===== src/rtl/hc_csr_bank.sv =====
// MMIO CSR bank for HardCloud accelerators: DSM base, control FSM, buffer descriptors,
// and tid-tagged read responses one cycle after each MMIO read request.
module hc_csr_bank #(
  parameter int NUM_BUFFERS = 2,
  parameter int ADDR_W      = 16
) (
  input  logic                     clk,
  input  logic                     reset_n,
  input  logic                     mmio_wr_valid,
  input  logic                     mmio_rd_valid,
  input  logic [ADDR_W-1:0]        mmio_addr,
  input  logic [8:0]               mmio_tid,
  input  logic [63:0]              mmio_wr_data,
  output logic                     rd_rsp_valid,
  output logic [8:0]               rd_rsp_tid,
  output logic [63:0]              rd_rsp_data,
  input  logic                     accel_done,
  output logic                     accel_reset,
  output logic                     start_pulse,
  output logic                     stop_pulse,
  output logic [63:0]              dsm_base,
  output logic [64*NUM_BUFFERS-1:0] buf_addr,
  output logic [32*NUM_BUFFERS-1:0] buf_size
);
  localparam int IDX_W = (NUM_BUFFERS > 1) ? $clog2(NUM_BUFFERS) : 1;
  localparam logic [ADDR_W-1:0] A_STATUS = ADDR_W'(32'h42);
  localparam logic [ADDR_W-1:0] A_DSM    = ADDR_W'(32'h44);
  localparam logic [ADDR_W-1:0] A_CTRL   = ADDR_W'(32'h46);
  localparam logic [ADDR_W-1:0] A_BUF0   = ADDR_W'(32'h48);

  typedef enum logic [1:0] {
    S_RESET = 2'd0,
    S_IDLE  = 2'd1,
    S_RUN   = 2'd2,
    S_DONE  = 2'd3
  } state_t;

  state_t            state_q, state_d;
  logic              accel_reset_q;
  logic              start_pulse_q, start_pulse_d;
  logic              stop_pulse_q, stop_pulse_d;
  logic [63:0]       dsm_q, dsm_d;
  logic [63:0]       buf_addr_q [NUM_BUFFERS];
  logic [63:0]       buf_addr_d [NUM_BUFFERS];
  logic [31:0]       buf_size_q [NUM_BUFFERS];
  logic [31:0]       buf_size_d [NUM_BUFFERS];
  logic              rd_rsp_valid_q;
  logic [8:0]        rd_rsp_tid_q;
  logic [63:0]       rd_rsp_data_q;
  logic [63:0]       rd_data_s;
  logic [ADDR_W-1:0] buf_off_s;
  logic [IDX_W-1:0]  buf_idx_s;
  logic              buf_hit_s;
  logic              wr_ok_s;
  logic              ctrl_wr_s;
  logic              ctrl_taken_s;
  logic [31:0]       cmd_s;

  // Buffer window decode: every 4 dwords hold one descriptor, odd dwords are holes
  always_comb begin
    buf_off_s = mmio_addr - A_BUF0;
    buf_idx_s = buf_off_s[IDX_W+1:2];
    buf_hit_s = (mmio_addr >= A_BUF0) && !buf_off_s[0] &&
                ((buf_off_s >> 2'd2) < ADDR_W'(NUM_BUFFERS));
    wr_ok_s   = mmio_wr_valid && (state_q != S_RUN);
    ctrl_wr_s = mmio_wr_valid && (mmio_addr == A_CTRL);
    cmd_s     = mmio_wr_data[31:0];
  end

  // Register file next-state; DSM and descriptors are frozen while running
  always_comb begin
    if (wr_ok_s && (mmio_addr == A_DSM)) begin
      dsm_d = mmio_wr_data;
    end else begin
      dsm_d = dsm_q;
    end
    for (int i = 0; i < NUM_BUFFERS; i++) begin
      buf_addr_d[i] = buf_addr_q[i];
      buf_size_d[i] = buf_size_q[i];
      if (wr_ok_s && buf_hit_s && (buf_idx_s == IDX_W'(i))) begin
        if (buf_off_s[1]) begin
          buf_size_d[i] = mmio_wr_data[31:0];
        end else begin
          buf_addr_d[i] = mmio_wr_data;
        end
      end else begin
        buf_addr_d[i] = buf_addr_q[i];
      end
    end
  end

  // Control FSM: a legal CONTROL command takes priority over accel_done
  always_comb begin
    state_d       = state_q;
    start_pulse_d = 1'b0;
    stop_pulse_d  = 1'b0;
    ctrl_taken_s  = 1'b0;
    if (ctrl_wr_s) begin
      case (cmd_s)
        32'h0: begin
          state_d      = S_RESET;
          ctrl_taken_s = 1'b1;
        end
        32'h1: begin
          if ((state_q == S_RESET) || (state_q == S_DONE)) begin
            state_d      = S_IDLE;
            ctrl_taken_s = 1'b1;
          end else begin
            state_d = state_q;
          end
        end
        32'h3: begin
          if (state_q == S_IDLE) begin
            state_d       = S_RUN;
            start_pulse_d = 1'b1;
            ctrl_taken_s  = 1'b1;
          end else begin
            state_d = state_q;
          end
        end
        32'h7: begin
          if (state_q == S_RUN) begin
            state_d      = S_IDLE;
            stop_pulse_d = 1'b1;
            ctrl_taken_s = 1'b1;
          end else begin
            state_d = state_q;
          end
        end
        default: state_d = state_q;
      endcase
    end else begin
      state_d = state_q;
    end
    if ((state_q == S_RUN) && accel_done && !ctrl_taken_s) begin
      state_d = S_DONE;
    end else begin
      start_pulse_d = start_pulse_d;
    end
  end

  // Read mux over the current (pre-write) register contents
  always_comb begin
    rd_data_s = 64'd0;
    if (mmio_addr == A_STATUS) begin
      rd_data_s = {62'd0, state_q};
    end else if (mmio_addr == A_DSM) begin
      rd_data_s = dsm_q;
    end else if (buf_hit_s) begin
      for (int i = 0; i < NUM_BUFFERS; i++) begin
        if (buf_idx_s == IDX_W'(i)) begin
          rd_data_s = buf_off_s[1] ? {32'd0, buf_size_q[i]} : buf_addr_q[i];
        end else begin
          rd_data_s = rd_data_s;
        end
      end
    end else begin
      rd_data_s = 64'd0;
    end
  end

  // State, registers and response pipeline
  always_ff @(posedge clk) begin
    if (!reset_n) begin
      state_q        <= S_RESET;
      accel_reset_q  <= 1'b1;
      start_pulse_q  <= 1'b0;
      stop_pulse_q   <= 1'b0;
      dsm_q          <= 64'd0;
      rd_rsp_valid_q <= 1'b0;
      rd_rsp_tid_q   <= 9'd0;
      rd_rsp_data_q  <= 64'd0;
      for (int i = 0; i < NUM_BUFFERS; i++) begin
        buf_addr_q[i] <= 64'd0;
        buf_size_q[i] <= 32'd0;
      end
    end else begin
      state_q        <= state_d;
      accel_reset_q  <= (state_d == S_RESET);
      start_pulse_q  <= start_pulse_d;
      stop_pulse_q   <= stop_pulse_d;
      dsm_q          <= dsm_d;
      rd_rsp_valid_q <= mmio_rd_valid;
      rd_rsp_tid_q   <= mmio_tid;
      rd_rsp_data_q  <= rd_data_s;
      for (int i = 0; i < NUM_BUFFERS; i++) begin
        buf_addr_q[i] <= buf_addr_d[i];
        buf_size_q[i] <= buf_size_d[i];
      end
    end
  end

  assign rd_rsp_valid = rd_rsp_valid_q;
  assign rd_rsp_tid   = rd_rsp_tid_q;
  assign rd_rsp_data  = rd_rsp_data_q;
  assign accel_reset  = accel_reset_q;
  assign start_pulse  = start_pulse_q;
  assign stop_pulse   = stop_pulse_q;
  assign dsm_base     = dsm_q;

  for (genvar g = 0; g < NUM_BUFFERS; g++) begin : g_buf_out
    assign buf_addr[64*g +: 64] = buf_addr_q[g];
    assign buf_size[32*g +: 32] = buf_size_q[g];
  end
endmodule

===== config.mk =====
export PLATFORM = sky130hd
export DESIGN_NAME = hc_csr_bank
export DESIGN_NICKNAME = d
export VERILOG_FILES = /design/src/rtl/hc_csr_bank.sv
export SDC_FILE = /design/constraint.sdc
export NUM_CORES = 1
export LEC_CHECK = 0
export ABC_AREA = 1
export ABC_CLOCK_PERIOD_IN_PS = 2550
export BUFFER_PORTS_ARGS = -buffer_cell sky130_fd_sc_hd__buf_4
export CELL_PAD_IN_SITES_DETAIL_PLACEMENT = 0
export CELL_PAD_IN_SITES_GLOBAL_PLACEMENT = 1
export CORE_ASPECT_RATIO = 0.8
export CORE_UTILIZATION = 36
export DETAILED_ROUTE_END_ITERATION = 7
export GPL_TIMING_DRIVEN = 1
export PLACE_DENSITY = 0.83
export RECOVER_POWER = 50
export REMOVE_ABC_BUFFERS = 1
export SLEW_MARGIN = 10
export SYNTH_ARGS = -nofsm -noshare
export SYNTH_HDL_FRONTEND = slang
export SYNTH_SLANG_ARGS = --single-unit

===== constraint.sdc =====
create_clock -name clk -period 2.55 [get_ports clk]
set_input_delay 0.51 -clock clk [delete_from_list [all_inputs] [get_ports clk]]
set_output_delay 0.51 -clock clk [all_outputs]
set_load 0.1 [all_outputs]

==> results.md <==
* Outcome: finished with violations
* Failing checks: capacitance limit, slew limit
* Most area-hungry cell type in the Yosys netlist: dfxtp_1
* Max_cap viols at 1
* Worst-Skew Late Latency at 520 ps
* Final min period at 2260 ps
* Max Buffers Root-to-Sink at 3
* Slew margin rel. at -8.91%
* Port Buffer Count at 426
* Buf/Inv on CP at 1
* Least-Margin Pin Slew at 1630 ps
* Antenna Nets Post-Route at 0
* Final Cell Area at 18,600 um2
* Fin cells at 3,133
* Initial core utilization at roughly 37%
* Area of the multi-input gates at 6380 um2
* Crit-path max FO at 1
* CP Data Required Time at 2040 ps
* P&R area growth vs syn at 27.2%
* Initial antenna violation count at 0
* Residual DRC count at 0
* Top cells by count, synth: nand2_1, nor2_1, dfxtp_1
* CTS tree: done
* Largest net degree at the start of global routing at 126
* Num rows at 65
* Final WL at 52,100 um
* CP peak stage delay at 880 ps
* Total track usage at 24.4%
* Chip width at 227 um
* Crit-path cells: clkbuf_1
* Power Total at 0.0112 W
* Worst IR Drop VDD at 451 uV
* Syn_area_per_cell at 6.59 um2
* Sequential Area at between 6000 and 7000 um2
* Primary FF master, synth: dfxtp_1
* Hold Fails Final Rpt at 0
* CTS Buf Count at 37
* Leak at 9.14 nW
* Vias in the first global route at 13,700
* Pre-antenna DRT Iters at 6
* Setup TNS at 0 ps
* Cell variety after synth at 25
* Initial drt markers at 1,136
* PostCTS Resize Cnt at 0
* HPWL after DPL at 34,800 um
* Final net count at 2,671
* # placed instances at approximately 3,100
* GRT Residual Overflow at 0
* Slew Viols, Final at 75
* Die H at 182 um
* Final-report setup violation count at 0
* Synth Register Bits at 335
* WP data arrival at approximately 1800 ps
* # Post-CTS Setup Buffers at 0
* CP Depth at 1
* DR vias at 14,900
* Wire per inst at 16.6 um
* Largest cells by area after synthesis: dfxtp_1, nand2_1, nor2_1
* Root Driver: clkbuf_16
* Family with the most delay on the worst path: buffers and inverters
* Clock skew at 8.79 ps
* Clk sinks at approximately 340
* Mapped Area at 14,600 um2
* Hold path depth at 3
* Placed cell area at 18,200 um2
* Htree depth at 2
* Endpoint class of the critical path: output port
* Clk slew on worst S/H paths at 60 ps
* Placer congestion estimate at 0.852
* Top-area cell type share of the netlist area at a little under half
* Hold_buf cts at 0
* Fillers at 4,225
* # IOs at 427
* CP max stage cell: clkbuf_1
* Fmax at ~440 MHz
* Worst hold path type: input port to register
* RSZ-0062 raised after global routing: false
* Post-Syn Instances at 2,215
* Die ar. at around 41,000 um2
* Worst Setup Path Type: register to output port
* Top-count cell post-synth: nand2_1
* Crit share post-route at 88.8%
* First-pass GRT wire length at 79,500 um
* R2R depth at 8
* Power density over the cells at just over 600 nW/um2
* Post-synthesis async set-or-reset flop share at 0%
* Core area at between 30,000 and 40,000 um2
* Number of flops mapped to enable cells by yosys at 0
* Post-synthesis sequential area ratio at 45.9%
* Layout cell share with drive strength beyond 1 at 18.3%
* Yosys Warn Count at 0
* Diode count at 0
* Worst setup SP type: register
* Vias/cell at 4.77
[cell type report]
type,instances,share of cell area [%]
clock buffers,57,6.11
well taps,536,3.61
inverters,233,4.72
multi-input cells,1506,34.4
repair buffers,458,14.6
flip-flops and latches,335,36.1
clock inverters,8,0.418
[kinds of logic (layout without fill, tap and decap cells)]
family,after synthesis,after routing,synth area share (%)
and+or+nand+nor,1173,1173,31.6
adders and majority gates,6,6,0.514
DFF,335,335,45.9
buffers and inverters,374,756,10.7
AOI/OAI and AO/OA,327,327,11.2
[placed cells by master (no fill, tap or decap), types with 2 or more instances in the layout]
cell type   instances
nor2_4              2
nand4_4             5
buf_1               6
nand3_1            79
nor2_1            437
ha_1                6
nand2_1           637
nand4_1             4
clkbuf_8            9
a31oi_1             2
clkbuf_16          39
o21ai_0           130
buf_4             122
inv_1             230
a21oi_1           194
clkinvlp_4          2
clkbuf_2          269
inv_2               2
buf_12             12
clkbuf_1           57
nor3_1              2
clkinv_2            4
nand2_4             2
dfxtp_1           335
[power by group]
group          total (W)  switching, W  internal (W)
combinational   0.000597      0.000433      0.000164
sequential       0.00524    0.00000210       0.00524
clock            0.00537       0.00221       0.00317
[through the flow]
| step | hold slack (ps) | util (%) | worst slack (ps) |
|---|---|---|---|
| floorplan | 545 | - | -5830 |
| global placement | 465 | 45.9 | 150 |
| detailed placement | 469 | 45.9 | 46.7 |
| CTS | 143 | 49.0 | 414 |
| global route | 153 | 46.8 | 229 |
| finish | 166 | 46.8 | 285 |
[state kept, by name (all words and copies together), names as in the netlist]
register      count
accel_reset       1
buf_addr_q      128
buf_size_q       64
dsm_base         64
rd_rsp_data      64
rd_rsp_tid        9
rd_rsp_valid      1
start_pulse       1
state_q           2
stop_pulse        1
[per-layer routing]
layer,up-vias,part of all wire (%),GRT usage (%)
li1,7485,-,-
met1,6846,46,33.5
met2,520,45,39.1
met3,80,6.4,4.04
met4,0,2.6,7.36
met5,-,0,0
[path summary, 6_finish.rpt]
check | slack [ps] | start | to
setup / recovery | 290 | rd_rsp_data[25]$_SDFF_PP0_ | rd_rsp_data[25]
hold / removal | 170 | mmio_tid[8] | rd_rsp_tid[8]$_SDFF_PN0_
setup reg to reg | 430 | state_q[0]$_SDFF_PN0_ | buf_addr_q[0][10]$_SDFFE_PN0P_
hold reg to reg | 480 | dsm_base[46]$_SDFFE_PN0P_ | dsm_base[46]$_SDFFE_PN0P_
Note: power is estimated with default switching activity, not from simulation.
